`config.mk`:
```
export PLATFORM = sky130hd
export DESIGN_NAME = pulse_shaper
export DESIGN_NICKNAME = d
export VERILOG_FILES = /design/src/rtl/pulse_shaper.sv
export SDC_FILE = /design/constraint.sdc
export NUM_CORES = 1
export LEC_CHECK = 0
export ABC_AREA = 1
export ABC_CLOCK_PERIOD_IN_PS = 1100
export CORE_MARGIN = 8
export CORE_UTILIZATION = 46
export DETAILED_ROUTE_END_ITERATION = 16
export GPL_ROUTABILITY_DRIVEN = 0
export HOLD_SLACK_MARGIN = 0.12
export PLACE_DENSITY = 0.86
export SLEW_MARGIN = 40
export SYNTH_ARGS = -nofsm -noshare
export SYNTH_HDL_FRONTEND = slang
export SYNTH_SLANG_ARGS = --single-unit
```
`constraint.sdc`:
```
create_clock -name clk -period 1.1 [get_ports clk]
set_input_delay 0.22 -clock clk [delete_from_list [all_inputs] [get_ports clk]]
set_output_delay 0.22 -clock clk [all_outputs]
set_load 0.02 [all_outputs]
```
`src/rtl/pulse_shaper.sv`:
```
// pulse_shaper: turns accepted trig rising edges into WIDTH-cycle pulses
// followed by a GAP-cycle recovery window, with overrun flag and counter.
module pulse_shaper #(
    parameter int WIDTH = 5,
    parameter int GAP   = 2,
    parameter int CNT_W = 8
) (
    input  logic             clk,
    input  logic             rst,
    input  logic             en,
    input  logic             trig,
    input  logic             clr,
    output logic             pulse,
    output logic             busy,
    output logic             overrun,
    output logic [CNT_W-1:0] count
);

    localparam int WCW = (WIDTH > 1) ? $clog2(WIDTH) : 1;
    localparam int GCW = (GAP > 1) ? $clog2(GAP) : 1;
    localparam bit HAS_GAP = (GAP > 0);
    localparam logic [WCW-1:0] WLOAD = WCW'(WIDTH - 1);
    localparam logic [GCW-1:0] GLOAD = HAS_GAP ? GCW'(GAP - 1) : '0;

    typedef enum logic [1:0] {
        S_IDLE = 2'd0,
        S_HIGH = 2'd1,
        S_GAP  = 2'd2
    } state_t;

    state_t           state, state_n;
    logic [WCW-1:0]   wcnt, wcnt_n;
    logic [GCW-1:0]   gcnt, gcnt_n;
    logic             pulse_n;
    logic             overrun_n;
    logic [CNT_W-1:0] count_n;
    logic             trig_q;
    logic             rise;
    logic             start;
    logic             ovr_set;

    always_ff @(posedge clk or posedge rst) begin
        if (rst) begin
            state   <= S_IDLE;
            wcnt    <= '0;
            gcnt    <= '0;
            pulse   <= 1'b0;
            overrun <= 1'b0;
            count   <= '0;
            trig_q  <= 1'b1;
        end else begin
            state   <= state_n;
            wcnt    <= wcnt_n;
            gcnt    <= gcnt_n;
            pulse   <= pulse_n;
            overrun <= overrun_n;
            count   <= count_n;
            trig_q  <= trig;
        end
    end

    // The final cycle of HIGH (no gap) or GAP hands back to IDLE and may
    // accept a new edge in the same cycle, so back-to-back pulses keep the
    // minimum WIDTH+GAP spacing.
    always_comb begin
        state_n = state;
        wcnt_n  = wcnt;
        gcnt_n  = gcnt;
        pulse_n = pulse;
        start   = 1'b0;
        ovr_set = 1'b0;
        rise    = trig & ~trig_q;

        unique case (state)
            S_IDLE: begin
                pulse_n = 1'b0;
                if (rise && en) start = 1'b1;
            end
            S_HIGH: begin
                if (wcnt == '0) begin
                    pulse_n = 1'b0;
                    if (HAS_GAP) begin
                        state_n = S_GAP;
                        gcnt_n  = GLOAD;
                        if (rise && en) ovr_set = 1'b1;
                    end else begin
                        state_n = S_IDLE;
                        if (rise && en) start = 1'b1;
                    end
                end else begin
                    wcnt_n = wcnt - 1'b1;
                    if (rise && en) ovr_set = 1'b1;
                end
            end
            S_GAP: begin
                pulse_n = 1'b0;
                if (gcnt == '0) begin
                    state_n = S_IDLE;
                    if (rise && en) start = 1'b1;
                end else begin
                    gcnt_n = gcnt - 1'b1;
                    if (rise && en) ovr_set = 1'b1;
                end
            end
            default: begin
                state_n = S_IDLE;
                pulse_n = 1'b0;
            end
        endcase

        if (start) begin
            state_n = S_HIGH;
            pulse_n = 1'b1;
            wcnt_n  = WLOAD;
        end
    end

    // clr clears first; a start or overrun in the same cycle still lands.
    always_comb begin
        count_n = clr ? '0 : count;
        if (start) count_n = count_n + 1'b1;
        overrun_n = ovr_set | (overrun & ~clr);
    end

    assign busy = (state != S_IDLE);

endmodule

```
Word level (Yosys, flattened, before mapping) --
Cells that the tools add are included.
Word-level totals: flip-flop bits (word level) 17, input bits 5, output and inout bits 11, word-level logic and storage cells 51
Operators by class: add/subtract/negate cells 3, eq/ne operators 7, mux-type cells 20, bitwise logic cells 5, reduce and logical (&&, ||, !) cells 9
Operators with widths (number):
- two-way mux 8 bit | 2
- two-way mux 3 bit | 3
- adder 8 x 1 -> 8 bit, second input constant | 1
- two-way mux 1 bit | 8
- two-way mux 2 bit | 3
- != test 2 bit, second input constant | 3
- != test 3 bit, second input constant | 2
- case mux 1 bit (2 select lines) | 3
- case mux 2 bit (3 select lines) | 1
- nonzero test 2 bit | 3
- AND reduction 2 bit | 2
- logical NOT 3 bit | 1
- AND reduction 3 bit | 1
- subtractor 3 x 1 -> 3 bit, second input constant | 1
- AND 1 bit | 2
- equality test 2 x 1 -> 1 bit, second input constant | 1
- equality test 2 bit, second input constant | 1
- logical NOT 2 bit | 1
- NOT 1 bit | 2
- logical AND 1 bit | 1
- OR 1 bit | 1
- subtractor 1 bit, second input constant | 1

Logic depth before layout (Yosys ltp) --
Gate-level depths: netlist (run 1).
word-level depth 8, depth in mapped cells 9, depth with buffers taken out 9

Worst setup path before layout (run 1) --
Ideal clock, no wire load.
path kind register to register, start register state[0], end register state[1], library setup time 127 ps, arrival time 1256 ps, required time 973 ps, slack -283 ps, cell stages (with the launch flop) 10, path buffers 1, clock period less this slack 1383 ps, path through dfrtp_1 inv_1 ha_1 inv_1 nand2_1 nand2_2 buf_6 nand2_2 nand2_1 o21ai_0
On the way: cells in the longest elaborated chain, start to end 4, elaborated cells between the ends (all ways) 10, classes of those cells eq/ne: 5; mux: 3; reduce/logical: 2
Ends and longest elaborated chain:
- start, declared | RTL line 31 | state_t state, state_n;
- start signal, assigned | RTL line 52 | state <= state_n;
- equality test 2 bit or logical NOT 2 bit (tied branches) | RTL line 74 | unique case (state)
- case mux 1 bit (2 select lines) | RTL line 74
- != test 3 bit (no source line) or != test 2 bit (tied branches)
- AND reduction 3 bit (no source line)
Parallel ways exist; a longest one is shown, timed or not. A chain may end at the register's enable or synchronous reset.

Final worst setup path (run 1) --
start register state[1], end register count[4]
On the way: cells in the longest elaborated chain, start to end 3, elaborated cells between the ends (all ways) 4, classes of those cells eq/ne: 1; mux: 2; reduce/logical: 1
Ends and longest elaborated chain:
- equality test 2 bit or logical NOT 2 bit (tied branches) | RTL line 74
- case mux 1 bit (2 select lines) (*) | RTL line 74
- two-way mux 8 bit (*) | RTL line 121 | if (start) count_n = count_n + 1'b1;
- named net count_n[4] | RTL line 36 | logic [CNT_W-1:0] count_n;
- end signal, assigned | RTL line 57 | count <= count_n;
- end, declared | RTL line 16 | output logic [CNT_W-1:0] count
The timed path passes the listed nets; every way through them passes the cells marked *.

==> results of run 1 <==
-- power by group through the flow --
stage	combinational [W]	sequential (W)	clock (W)
after floorplan	0.000543	0.000827	0
after global placement	0.00102	0.000801	0
after detailed placement	0.00109	0.000812	0
after CTS	0.00127	0.000802	0.000340
after global routing	0.00168	0.000815	0.000370
final	0.00158	0.000812	0.000340
-- per-layer routing --
metal	vias to the layer above	global-route usage, %	share of wire (%)
met5	-	0	0
met4	0	2.99	0.37
met3	2	3.39	4.3
met2	22	28.2	59
met1	467	14.9	36
li1	456	-	-
-- cells in the final DEF (no fill, tap or decap), types with 3 or more instances in the layout --
cell type | synthesis | final
buf_2 | 0 | 8
buf_4 | 0 | 29
buf_6 | 1 | 8
clkbuf_4 | 0 | 3
clkdlybuf4s50_1 | 0 | 3
dfrtp_1 | 16 | 14
ha_1 | 7 | 3
ha_4 | 0 | 3
inv_1 | 18 | 13
inv_2 | 1 | 4
nand2_1 | 35 | 27
nand2_2 | 2 | 3
nand2_4 | 0 | 5
nand3_1 | 12 | 7
nand3_2 | 1 | 5
nor2_1 | 4 | 3
-- worst register-to-register path, delay by kind of cell (launching register included) --
family                     cells  cell delay (ns)
and+or+nand+nor                3             0.31
xor gates and xnor gates       1             0.13
adders and majority gates      1             0.15
buffers and inverters          4             0.36
DFF                            1             0.42
-- final cells by class --
type                       instances  share of cell area, %
multi-input combinational         76                   37.7
sequential                        17                   27.5
timing repair buffer              50                   26.0
inverter                          19                   4.89
tap                               27                   2.16
clock buffer                       4                   1.68
-- cell families (layout without fill, tap and decap cells) --
| kind of cell | Yosys count | after routing | share of synthesized area [%] |
|---|---|---|---|
| flip-flops | 17 | 17 | 46.0 |
| adder cells (fa/ha/maj) | 7 | 7 | 9.45 |
| buffers and inverters | 20 | 73 | 8.91 |
| AO/OA/AOI/OAI | 6 | 6 | 3.91 |
| AND/OR/NAND/NOR | 59 | 59 | 27.9 |
| XOR/XNOR | 4 | 4 | 3.78 |
-- state kept, by name, indices dropped and copies added (netlist names) --
signal / flops
count: 8
trig_q: 1
wcnt: 3
pulse: 1
overrun: 1
state: 2
gcnt: 1
-- repair_timing --
action | in CTS | in global routing
pin swaps | 9 | 11
endpoints found under the setup margin | 27 | 19
buffers inserted | 3 | 4
gates resized for setup | 66 | 16
hold buffers | 0 | 0
-- how the worst min path moves through the flow --
stage          from  endpoint  slack, ns  cells past startpoint
6_report        rst  state[1]       0.11                      2
4_1_cts         rst  state[1]       0.13                      2
3_5_place_dp    rst  state[1]       0.45                      2
3_3_place_gp    rst  state[1]       0.43                      2
5_1_grt         rst  state[1]       0.16                      2
2_1_floorplan   rst  count[2]       0.15                      1
-- through the flow --
step / worst slack, ns / total power [W] / util (%)
final: -0.327 / 0.00274 / 81.3
after global routing: -0.385 / 0.00287 / 81.3
after CTS: -0.281 / 0.00241 / 76.0
after detailed placement: -0.559 / 0.00190 / 72.2
after global placement: -0.489 / 0.00182 / 72.2
after floorplan: -0.147 / 0.00137 / -
==> out/qor.json, run 1 <==
{
  "number_of_endpoints_with_negative_hold_slack_in_the_final_report": {"value": 0},
  "htree_num_levels": {"value": 1},
  "port-buffer-count": {"value": 15},
  "timing.critical_path.max_delay_family": {"value": "flip-flops"},
  "synth_seq_area_share": {"value": 46.0, "unit": "%"},
  "dpl.hpwl": {"value": 1840, "unit": "um"},
  "grt_start_max_net_pins": {"value": 10},
  "setup.worst_path.end": {"value": "count[4]"},
  "async_reset_ff_share": {"value": 100, "unit": "%"},
  "finalWorstSetupSlack": {"value": -0.327, "unit": "ns"},
  "synth.ff_latch_count": {"value": 17},
  "clock-sinks": {"value": 17},
  "worstSetupStartpointType": {"value": "register"},
  "synth.avg_cell_area": {"value": 8.20, "unit": "sq um"},
  "crit-reg2reg-capture": {"value": "count[4]"},
  "worstSetupPathDepth": {"value": 9},
  "setup_total_negative_slack": {"value": -4.15, "unit": "ns"},
  "detail_route.drc_violations": {"value": 0},
  "clk_root_buffer_cell": {"value": "clkbuf_4"},
  "power.clock.fraction": {"value": 12.4, "unit": "%"},
  "area_growth_syn_to_layout": {"value": 68.4, "unit": "%"},
  "failed_checks": {"value": "setup timing"},
  "post-route-period-util": {"value": 130, "unit": "%"},
  "timing.critical_path.to_type": {"value": "register"},
  "worst_clock_skew": {"value": 0.0118, "unit": "ns"},
  "routed_wl": {"value": 2700, "unit": "um"},
  "timing.critical_path.cells": {"value": "inv_2 -> ha_4 -> inv_4 -> buf_6 -> nand2_4 -> nand2_8 -> nor2_4 -> buf_4 -> xor2_1"},
  "cts-buffers-inserted": {"value": 3},
  "fin_nets": {"value": 179},
  "core.rowCount": {"value": 16},
  "min-delay-path-class": {"value": "primary input to async pin"},
  "worstPathBufferInverterCount": {"value": 4},
  "share_seq_of_total_power": {"value": 29.7, "unit": "%"},
  "crit_path_max_fanout": {"value": 6},
  "grt_first_pass_wirelength": {"value": 4110, "unit": "um"},
  "final-max-slew-violation-count": {"value": 0},
  "setup_viol": {"value": 17},
  "antenna_violating_nets_post_route": {"value": 0},
  "hold_slack": {"value": 0.114, "unit": "ns"},
  "worst_ep_arrival_time": {"value": 1.66, "unit": "ns"},
  "timing.setup.critical_path_class": {"value": "register to register"},
  "clk_latency": {"value": 0.29, "unit": "ns"},
  "drive_gt1_share": {"value": 51.2, "unit": "%"},
  "power_switching": {"value": 0.00107, "unit": "W"},
  "netSwitchingFraction": {"value": 39.2, "unit": "%"},
  "run_status": {"value": "finished with violations"},
  "synth_edf_count": {"value": 0},
  "yosys_warnings": {"value": 0},
  "antenna_found_initial": {"value": 0},
  "core": {"value": 0.00192, "unit": "sq mm"},
  "p_leak": {"value": 0.827, "unit": "nW"},
  "netlist_area": {"value": 927, "unit": "sq um"},
  "power_per_cell_area": {"value": 1750, "unit": "mW/mm^2"},
  "yosys.area.top_type_share": {"value": 43.2, "unit": "%"},
  "post-place-cells": {"value": 183},
  "power_report.internal_total": {"value": 0.00166, "unit": "W"},
  "regArea": {"value": 429, "unit": "sq um"},
  "drt_first_pass_iters": {"value": 4},
  "via_count_of_the_routed_design": {"value": 947},
  "max_slew_margin": {"value": 72.6, "unit": "%"},
  "fin_cells": {"value": 193},
  "critPathLaunch": {"value": "state[1]"},
  "multi_input_comb_area": {"value": 589, "unit": "sq um"},
  "worst_r2r_startpoint": {"value": "state[1]"},
  "final.min_clock_period": {"value": 1.43, "unit": "ns"},
  "irDropWorstVdd": {"value": 1.64, "unit": "mV"},
  "synth_cell_types": {"value": 21},
  "yosys.area.top_type": {"value": "dfrtp_1"},
  "die_y": {"value": 60.9, "unit": "um"},
  "placement.cell_area": {"value": 0.00139, "unit": "sq mm"},
  "synthesized_net_count": {"value": 125},
  "layout.filler_cells": {"value": 124},
  "globalRoute.totalOverflow": {"value": 0},
  "timing.fmax": {"value": 701, "unit": "MHz"},
  "synthMostInstantiatedCell": {"value": "nand2_1"},
  "cpPeakStageDelay": {"value": 0.42, "unit": "ns"},
  "post_synth_most_frequent_cells": {"value": "nand2_1, inv_1, dfrtp_1"},
  "start_util": {"value": 48.2, "unit": "%"},
  "drtIter0Drc": {"value": 26},
  "wire_length_per_cell": {"value": 14.0, "unit": "um"},
  "critical_path_required": {"value": 1.33, "unit": "ns"},
  "transition_time_of_the_tightest_slew_check_pin": {"value": 0.409, "unit": "ns"},
  "most_area_consuming_cells_after_synthesis": {"value": "dfrtp_1, nand2_1, ha_1"},
  "ys_flop_type": {"value": "dfrtp_1"},
  "combinationalPowerShare": {"value": 57.9, "unit": "%"},
  "via_count_of_the_first_global_routing_pass": {"value": 973},
  "final_design_area_no_fill": {"value": 0.00156, "unit": "sq mm"},
  "io_pins": {"value": 16},
  "gr-usage-all-layers": {"value": 14.4, "unit": "%"},
  "cap_violations": {"value": 0},
  "cp_slowest_cell": {"value": "dfrtp_1"},
  "worst_r2r_path_depth": {"value": 9},
  "clk_pin_slew": {"value": 0.11, "unit": "ns"},
  "netlist_instances": {"value": 113},
  "vias_per_cell": {"value": 4.91},
  "setup.reg_to_reg.worst_slack": {"value": -0.33, "unit": "ns"},
  "ctsLongestPathBuffers": {"value": 2},
  "die_width": {"value": 60.9, "unit": "um"},
  "rsz0062_at_grt": {"value": "yes"},
  "n_antenna_cell": {"value": 0},
  "tritoncts": {"value": "built"},
  "die_area": {"value": 0.00371, "unit": "sq mm"}
}
Power figures use the tool's default switching activity.
==> run 2, diff against run 1 <==
- CAP_MARGIN: default -> 20
==> results of run 2 <==
Same layout as run 1: the final DEF is identical, and so are final timing and power.
